===== src/rtl/modulo_controlador_contador_7_bits_pkg.sv =====
// Shared types and constants for the occupancy-counter controller.
package pkg_controlador_contador;

  typedef enum logic [1:0] {
    IDLE   = 2'd0,
    STEP   = 2'd1,
    SETTLE = 2'd2
  } state_t;

  localparam int CNT_W = 7;

  localparam logic DIR_UP   = 1'b1;
  localparam logic DIR_DOWN = 1'b0;

endpackage


===== src/rtl/modulo_controlador_contador_7_bits_detector_borda.sv =====
// Synchroniser chain followed by a rising-edge detector; pulse is high for one cycle.
module modulo_detector_borda #(
  parameter int SYNC_STAGES = 2
) (
  input  logic clk,
  input  logic clr,
  input  logic evt,
  output logic pulse
);

  logic [SYNC_STAGES-1:0] sync_q;
  logic                   prev_q;

  always_ff @(posedge clk or negedge clr) begin
    if (!clr) begin
      sync_q <= '0;
      prev_q <= 1'b0;
    end else begin
      sync_q <= {sync_q[SYNC_STAGES-2:0], evt};
      prev_q <= sync_q[SYNC_STAGES-1];
    end
  end

  // Combinational pulse keeps input-to-pending latency at SYNC_STAGES+1.
  assign pulse = sync_q[SYNC_STAGES-1] & ~prev_q;

endmodule


===== src/rtl/modulo_controlador_contador_7_bits.sv =====
// Sequencer for a 7-bit up/down occupancy counter: turns entry/exit events into saturating steps.
// Optional alarm output enabled by defining CONTROLE_ALARME_EN.
module modulo_controlador_contador_7_bits
  import pkg_controlador_contador::*;
#(
  parameter int MAX_COUNT   = 127,
  parameter int SYNC_STAGES = 2
`ifdef CONTROLE_ALARME_EN
  , parameter int ALARM_LEVEL = 100
`endif
) (
  input  logic             clk,
  input  logic             clr,
  input  logic             evt_up,
  input  logic             evt_down,
  input  logic [CNT_W-1:0] q_in,
  output logic             enable,
  output logic             up_down,
  output logic             full,
  output logic             empty,
  output logic             reject,
  output logic             busy
`ifdef CONTROLE_ALARME_EN
  , output logic           alarm
`endif
);

  localparam logic [CNT_W-1:0] MAX_Q = CNT_W'(MAX_COUNT);

  state_t state;
  logic   edge_up, edge_down;
  logic   pend_up, pend_down;

  modulo_detector_borda #(.SYNC_STAGES(SYNC_STAGES)) u_borda_up (
    .clk   (clk),
    .clr   (clr),
    .evt   (evt_up),
    .pulse (edge_up)
  );

  modulo_detector_borda #(.SYNC_STAGES(SYNC_STAGES)) u_borda_down (
    .clk   (clk),
    .clr   (clr),
    .evt   (evt_down),
    .pulse (edge_down)
  );

  // Pending flags: a fresh edge wins over the clear, so edges during STEP/SETTLE are kept.
  always_ff @(posedge clk or negedge clr) begin
    if (!clr) begin
      state     <= IDLE;
      enable    <= 1'b0;
      up_down   <= DIR_UP;
      full      <= 1'b0;
      empty     <= 1'b1;
      reject    <= 1'b0;
      busy      <= 1'b0;
      pend_up   <= 1'b0;
      pend_down <= 1'b0;
    end else begin
      enable    <= 1'b0;
      reject    <= 1'b0;
      full      <= (q_in >= MAX_Q);
      empty     <= (q_in == '0);
      pend_up   <= pend_up | edge_up;
      pend_down <= pend_down | edge_down;
      case (state)
        IDLE: begin
          if (pend_up && pend_down) begin
            pend_up   <= edge_up;
            pend_down <= edge_down;
          end else if (pend_up) begin
            if (full) begin
              reject  <= 1'b1;
              pend_up <= edge_up;
            end else begin
              up_down <= DIR_UP;
              enable  <= 1'b1;
              busy    <= 1'b1;
              state   <= STEP;
            end
          end else if (pend_down) begin
            if (empty) begin
              reject    <= 1'b1;
              pend_down <= edge_down;
            end else begin
              up_down <= DIR_DOWN;
              enable  <= 1'b1;
              busy    <= 1'b1;
              state   <= STEP;
            end
          end
        end
        STEP: begin
          if (up_down == DIR_UP) pend_up <= edge_up;
          else                   pend_down <= edge_down;
          state <= SETTLE;
        end
        SETTLE: begin
          busy  <= 1'b0;
          state <= IDLE;
        end
        default: begin
          busy  <= 1'b0;
          state <= IDLE;
        end
      endcase
    end
  end

`ifdef CONTROLE_ALARME_EN
  localparam logic [CNT_W-1:0] ALARM_Q = CNT_W'(ALARM_LEVEL);

  always_ff @(posedge clk or negedge clr) begin
    if (!clr) alarm <= 1'b0;
    else      alarm <= (q_in >= ALARM_Q);
  end
`endif

endmodule

===== config.mk =====
export PLATFORM = sky130hd
export DESIGN_NAME = modulo_controlador_contador_7_bits
export DESIGN_NICKNAME = d
export VERILOG_FILES = /design/src/rtl/modulo_controlador_contador_7_bits_pkg.sv /design/src/rtl/modulo_controlador_contador_7_bits_detector_borda.sv /design/src/rtl/modulo_controlador_contador_7_bits.sv
export SDC_FILE = /design/constraint.sdc
export NUM_CORES = 1
export LEC_CHECK = 0
export BUFFER_PORTS_ARGS = -buffer_cell sky130_fd_sc_hd__buf_2
export CELL_PAD_IN_SITES_DETAIL_PLACEMENT = 1
export CELL_PAD_IN_SITES_GLOBAL_PLACEMENT = 1
export CORE_MARGIN = 5
export CORE_UTILIZATION = 40
export CTS_BUF_LIST = sky130_fd_sc_hd__clkbuf_16
export CTS_CLUSTER_SIZE = 30
export DETAILED_ROUTE_END_ITERATION = 10
export HOLD_SLACK_MARGIN = 0.1
export PLACE_DENSITY = 0.89
export SYNTH_ARGS = -nofsm -noshare
export SYNTH_HDL_FRONTEND = slang
export SYNTH_SLANG_ARGS = --single-unit

===== constraint.sdc =====
create_clock -name clk -period 4.4 [get_ports clk]
set_clock_uncertainty 0.15 [all_clocks]
set_input_delay 0.22 -clock clk [delete_from_list [all_inputs] [get_ports clk]]
set_output_delay 0.22 -clock clk [all_outputs]
set_load 0.02 [all_outputs]

==> results of run 1 <==
report_power, final:
| part | total [mW] | switching [mW] | internal, mW |
|---|---|---|---|
| combinational | 0.153 | 0.0844 | 0.0687 |
| sequential | 0.225 | 0.0382 | 0.187 |
| clock | 0.178 | 0.0576 | 0.121 |
area by class of cell:
type | count | area share
well taps | 16 | 0.0231
flip-flops and latches | 16 | 0.465
clock buffers | 3 | 0.0867
repair buffers | 24 | 0.185
multi-input cells | 28 | 0.218
clock inverters | 1 | 0.00434
inverters | 4 | 0.0173
what timing repair did:
action	in CTS	in global routing
hold buffers	8	0
hold endpoints to repair	20	0
gates resized for setup	0	0
setup buffers	0	0
path summary, 6_finish.rpt:
| kind | start | to | slack [ns] | depth (start not counted) |
|---|---|---|---|---|
| worst max-delay path | q_in[3] | empty | 2.24 | 5 |
| worst min-delay path | u_borda_down.sync_q[0] | u_borda_down.sync_q[1] | 0.21 | 0 |
| worst max register to register | pend_up | up_down | 2.91 | 4 |
| worst min register to register | u_borda_down.sync_q[0] | u_borda_down.sync_q[1] | 0.21 | 0 |
| max in group asynchronous | clr | empty | 3.54 | 2 |
| min in group asynchronous | clr | state[0] | 0.26 | 2 |
placed cells by master (no fill, tap or decap), types with 2 or more instances in the layout:
| cell | synthesis | layout |
|---|---|---|
| buf_2 | 0 | 16 |
| dfrtp_1 | 14 | 14 |
| dlygate4sd3_1 | 0 | 8 |
| inv_1 | 4 | 4 |
| nor2_1 | 4 | 4 |
| nor3_1 | 3 | 3 |
| nor2b_1 | 3 | 3 |
| a21oi_1 | 3 | 3 |
| clkbuf_16 | 0 | 3 |
| nand3_1 | 2 | 2 |
| o22ai_1 | 2 | 2 |
| ha_1 | 2 | 2 |
| dfstp_2 | 2 | 2 |
synthesized netlist by cell type (all sizes together), types with 2 or more instances:
| cell | number |
|---|---|
| nor2 | 4 |
| nand3 | 2 |
| dfstp | 2 |
| nor3 | 3 |
| o22ai | 2 |
| a21oi | 3 |
| inv | 4 |
| nor4 | 2 |
| ha | 2 |
| nor2b | 3 |
| dfrtp | 14 |
metal layers:
layer	vias up	part of all wire	wire length, µm	global-route usage
met2	19	0.55	809	0.259
li1	225	-	-	-
met4	0	0.031	46	0.0807
met1	230	0.35	520	0.143
met3	5	0.067	99	0.0703
met5	-	0	0	0
kinds of logic (layout without fill, tap and decap cells):
| kind of cell | count (synthesis) | after routing | synth area share |
|---|---|---|---|
| flip-flops | 16 | 16 | 0.664 |
| AND/OR/NAND/NOR | 17 | 17 | 0.163 |
| multiplexers | 2 | 2 | 0.0351 |
| AO/OA/AOI/OAI | 7 | 7 | 0.0722 |
| adder cells (fa/ha/maj) | 2 | 2 | 0.0412 |
| buffers and inverters | 4 | 32 | 0.0247 |
through the flow:
step                       util  setup WS [ns]  cells  total power, mW  hold slack (ns)
after global placement    0.480           2.99     80            0.366          -0.0105
after detailed placement  0.480           2.93     80            0.375         -0.00418
after CTS                 0.588           2.32     92            0.563            0.209
final                     0.588           2.24     92            0.557            0.209
after floorplan               -           3.03     48            0.323           -0.226
after global routing      0.588           2.15     92            0.596            0.212
critical path, delay by kind of cell:
kind / cells / cell delay (ns)
buf+inv: 3 / 1.26
simple gates: 2 / 0.72
==> impl_metrics.csv, run 1 <==
group,metric,value,unit
die,rows,14,
die,core_area,0.00147,mm²
place,gp_congestion,0.720,
cts,cts_sinks,16,
final_layout,area.growth.synth_to_final,42.7,%
die,fp.dieW,49.0,µm
global_routing,grt.total_usage,0.149,
final_layout,antenna_cells,0,
synthesis,async_flop_share,1.00,
synthesis,synthesis.nets,61,
cts,cts_tree,"yes",
timing,setup-tns-final,0,ns
status,status,"complete, no violations",
worst_setup_path,critPathArrivalTime,2.20,ns
cts,clkSlewWorstSetupHoldPaths,0.05,ns
cts,htree_levels,1,
die,start_util,0.412,
hold_path,hold_class,"register to register",
timing,fmax,463,MHz
synthesis,yosys.area.top_type,"dfrtp_1",
detailed_routing,ant_nets,0,
worst_setup_path,cp_slowest_stage_delay,0.60,ns
synthesis,ys.warnings.count,0,
global_routing,grt_pass1_wl,2.61,mm
die,die_area,0.00240,mm²
synthesis,syn_area,607,µm²
worst_setup_path,cp_cell_sequence,"dlygate4sd3_1, buf_2, or4_1, nor4_2, dlygate4sd3_1",
synthesis,ys_top_cells_by_area,"dfrtp_1 (58%), dfstp_2 (8.7%), ha_1 (4.1%)",
global_routing,grt_max_degree,17,
timing,slew_headroom,0.771,
detailed_routing,dr.first_iter.drc_count,3,
power,power_density,643,mW/mm²
synthesis,yosysSeqAreaShare,0.664,
power,vdd_drop_max,0.269,mV
die,num_io_pins,17,
die,die_y,49.0,µm
synthesis,netlist_instances,48,
global_routing,grt_pass1_vias,583,
synthesis,postSynthAreaPerCell,12.6,µm²
worst_setup_path,crit_slowest_cell,"dlygate4sd3_1",
timing,fin_crit_sh,0.491,
timing,min_period,2.16,ns
cts,clk_latency,0.25,ns
worst_setup_path,crit_fanout,2,
final_layout,multi_input_area,189,µm²
worst_setup_path,crit_path_end_kind,"register",
final_layout,drive_gt1_frac,0.289,
synthesis,synth_top_area_frac,0.577,
detailed_routing,drc_errors,0,
place,placed_cell_area,707,µm²
global_routing,antenna_found_initial,0,
detailed_routing,wl,1.48,mm
synthesis,synth_edf_count,0,
timing,rsz0062_at_grt,"no",
cts,cts-root-buf,"clkbuf_16",
final_layout,num-fill-cells,161,
power,leakage,0.417,nW
cts,cts.path.max_buffers,2,
detailed_routing,detail_route.wl_per_cell,16.0,µm
detailed_routing,viasPerCell,5.21,
cts,cts_made_buffers,3,
timing,hold_viol_final,0,
final_layout,regArea,403,µm²
final_layout,design_area,866,µm²
final_layout,nets,90,
synthesis,synth-seq-cells,16,
worst_setup_path,critPathKind,"input pin to register",
synthesis,yosysUniqueCellTypes,19,
place,port_buffers,16,
final_layout,biggestRegsByFlops,"state: 2 flops, u_borda_down.sync_q: 2 flops, u_borda_up.sync_q: 2 flops",
worst_setup_path,crit_top_cell,"dlygate4sd3_1",
global_routing,overflow,0,
place,dp_hpwl,951,µm
timing,worst_pin_slew,0.343,ns
timing,maxSlewViolCount,0,
detailed_routing,firstDrtPassIters,3,
synthesis,synth_top_flop_cell,"dfrtp_1",
worst_setup_path,crit_required,4.44,ns
run,cap_violations,0,
timing,setup_viol,0,
worst_setup_path,startpoint_type,"input pin",
detailed_routing,vias,479,
Power figures use the tool's default switching activity.
==> inputs of run 2 (changes only) <==
CORE_UTILIZATION = 34   (was 40)
PLACE_DENSITY = 0.82   (was 0.89)
clock period = 1.9 ns   (was 4.4 ns; I/O delays follow)
==> run 2 against run 1 <==
Core utilization fell by 6.9 points; worst hold slack got worse by 0.079 ns; sequential share of layout area fell by 1.1 points; critical path type unchanged.
==> impl_metrics.csv, run 2 (same netlist as run 1, synthesis figures left out) <==
group,metric,value,unit
cts,htree_levels,1,
die,rows,15,
cts,cts.path.max_buffers,2,
timing,min_period,1.54,ns
detailed_routing,dr.first_iter.drc_count,3,
power,leakage,0.417,nW
hold_path,hold_class,"input pin to asynchronous set/reset pin",
timing,slew_headroom,0.769,
power,seq_power_share,0.398,
timing,setup_viol,0,
timing,fmax,650,MHz
cts,clk_latency,0.25,ns
die,die_y,52.2,µm
global_routing,grt_pass1_wl,2.68,mm
cts,cts_tree,"yes",
final_layout,final_cells,102,
timing,rsz0062_at_grt,"no",
worst_setup_path,worst-r2r-setup-slack,0.37,ns
worst_setup_path,worst-path-stages,4,
place,placed_cells,89,
timing,hold_viol_final,0,
worst_setup_path,critPathKind,"input pin to register",
cts,hold_buffers,9,
timing,fin_crit_sh,0.809,
worst_setup_path,cp.buffers_inverters,3,
final_layout,antenna_cells,0,
place,dp_hpwl,973,µm
die,die_area,0.00273,mm²
global_routing,met2_usage,0.272,
place,gp_congestion,0.814,
global_routing,grt_pass1_vias,560,
detailed_routing,viasPerCell,4.84,
worst_setup_path,crit_path_end_kind,"register",
cts,postCtsSetupRepairBufs,0,
power,vdd_drop_max,0.915,mV
worst_setup_path,reg2reg_to,"pend_up",
global_routing,grt.total_usage,0.140,
final_layout,biggestRegsByFlops,"state: 2 flops, u_borda_down.sync_q: 2 flops, u_borda_up.sync_q: 2 flops",
cts,cts_sinks,16,
global_routing,use_met3,0.0342,
cts,cts_made_buffers,3,
timing,fin_ws,0.363,ns
worst_setup_path,crit_required,1.94,ns
global_routing,overflow,0,
die,num_io_pins,17,
final_layout,final_cell_mix,"buf_2 (16), dfrtp_1 (14), dlygate4sd3_1 (9)",
worst_setup_path,critPathLaunch,"q_in[0]",
global_routing,use_met1,0.137,
global_routing,antenna_found_initial,0,
worst_setup_path,ff2ff_path_depth,4,
timing,setup-tns-final,0,ns
cts,clkSlewWorstSetupHoldPaths,0.05,ns
die,start_util,0.355,
power,combPwrFrac,0.282,
final_layout,num-fill-cells,189,
cts,cts-root-buf,"clkbuf_16",
run,cap_violations,0,
detailed_routing,drc_errors,0,
detailed_routing,wl,1.57,mm
die,fp.dieW,52.2,µm
die,core_area,0.00171,mm²
worst_setup_path,cp_cell_sequence,"dlygate4sd3_1, buf_2, nor4_2, dlygate4sd3_1",
power,clkPwrFrac,0.320,
timing,worst_pin_slew,0.347,ns
power,p_int,873,µW
detailed_routing,detail_route.wl_per_cell,15.4,µm
place,port_buffers,16,
final_layout,area.growth.synth_to_final,46.2,%
final_layout,nets,91,
detailed_routing,vias,494,
worst_setup_path,crit_fanout,2,
worst_setup_path,crit_top_cell,"dlygate4sd3_1",
timing,maxSlewViolCount,0,
worst_setup_path,cp_slowest_stage_delay,0.57,ns
final_layout,fin_util,0.519,
detailed_routing,ant_nets,0,
final_layout,final_common_cell,"buf_2",
worst_setup_path,critical_path.endpoint,"empty",
power,power_density,1480,mW/mm²
worst_setup_path,critPathArrivalTime,1.58,ns
status,status,"complete, no violations",
power,sw_frac_of_total,0.333,
worst_setup_path,crit_family,"buffers and inverters",
power,power.switching,437,µW
global_routing,busiest_layer,"met2",
final_layout,drive_gt1_frac,0.286,
worst_setup_path,reg2reg_from,"pend_up",
worst_setup_path,crit_slowest_cell,"dlygate4sd3_1",
cts,postCtsResizedCells,0,
place,dpl_worst_slack,0.434,ns
global_routing,grt_max_degree,17,
detailed_routing,firstDrtPassIters,2,
worst_setup_path,startpoint_type,"input pin",
run 2: how the worst min path moves through the flow:
stage                     start         to  slack (ns)  cells past startpoint
after floorplan             clr       busy       -0.35                      0
after global placement      clr     enable       -0.13                      1
after detailed placement    clr  pend_down       -0.13                      1
after CTS                   clr  pend_down        0.14                      2
after global routing        clr     enable        0.18                      2
final                       clr  pend_down        0.13                      2
run 2: final cells by class:
cell class | count | area, µm² | share of cell area
clock inverters | 1 | 3.75 | 0.00423
well taps | 25 | 31.3 | 0.0353
multi-input cells | 28 | 189 | 0.213
repair buffers | 25 | 170 | 0.192
flip-flops and latches | 16 | 403 | 0.454
inverters | 4 | 15.0 | 0.0169
clock buffers | 3 | 75.1 | 0.0846
run 2: worst register-to-register path: stages, from the launching register on:
cell     delay (ns)
dfrtp_1        0.44
ha_1           0.28
nor3_1         0.08
nor3_1         0.28
o22ai_1        0.16
run 2: power by group through the flow:
stage	Clock [mW]	Sequential, mW	Combinational (mW)
CTS	0.426	0.520	0.366
finish	0.420	0.522	0.369
floorplan	0	0.544	0.205
detailed placement	0	0.526	0.348
global placement	0	0.517	0.332
global route	0.442	0.534	0.414
run 2: routing by layer:
metal | routed length, µm | vias to the layer above
met5 | 0 | -
met4 | 20 | 0
met3 | 91 | 2
met2 | 878 | 16
met1 | 577 | 248
li1 | - | 228
run 2: stage by stage:
stage	hold WS, ns	total power [mW]	area [µm²]
3_5_place_dp	-0.126	0.874	718
3_3_place_gp	-0.128	0.850	718
6_report	0.130	1.31	887
4_1_cts	0.144	1.31	887
5_1_grt	0.179	1.39	887
2_1_floorplan	-0.351	0.749	607
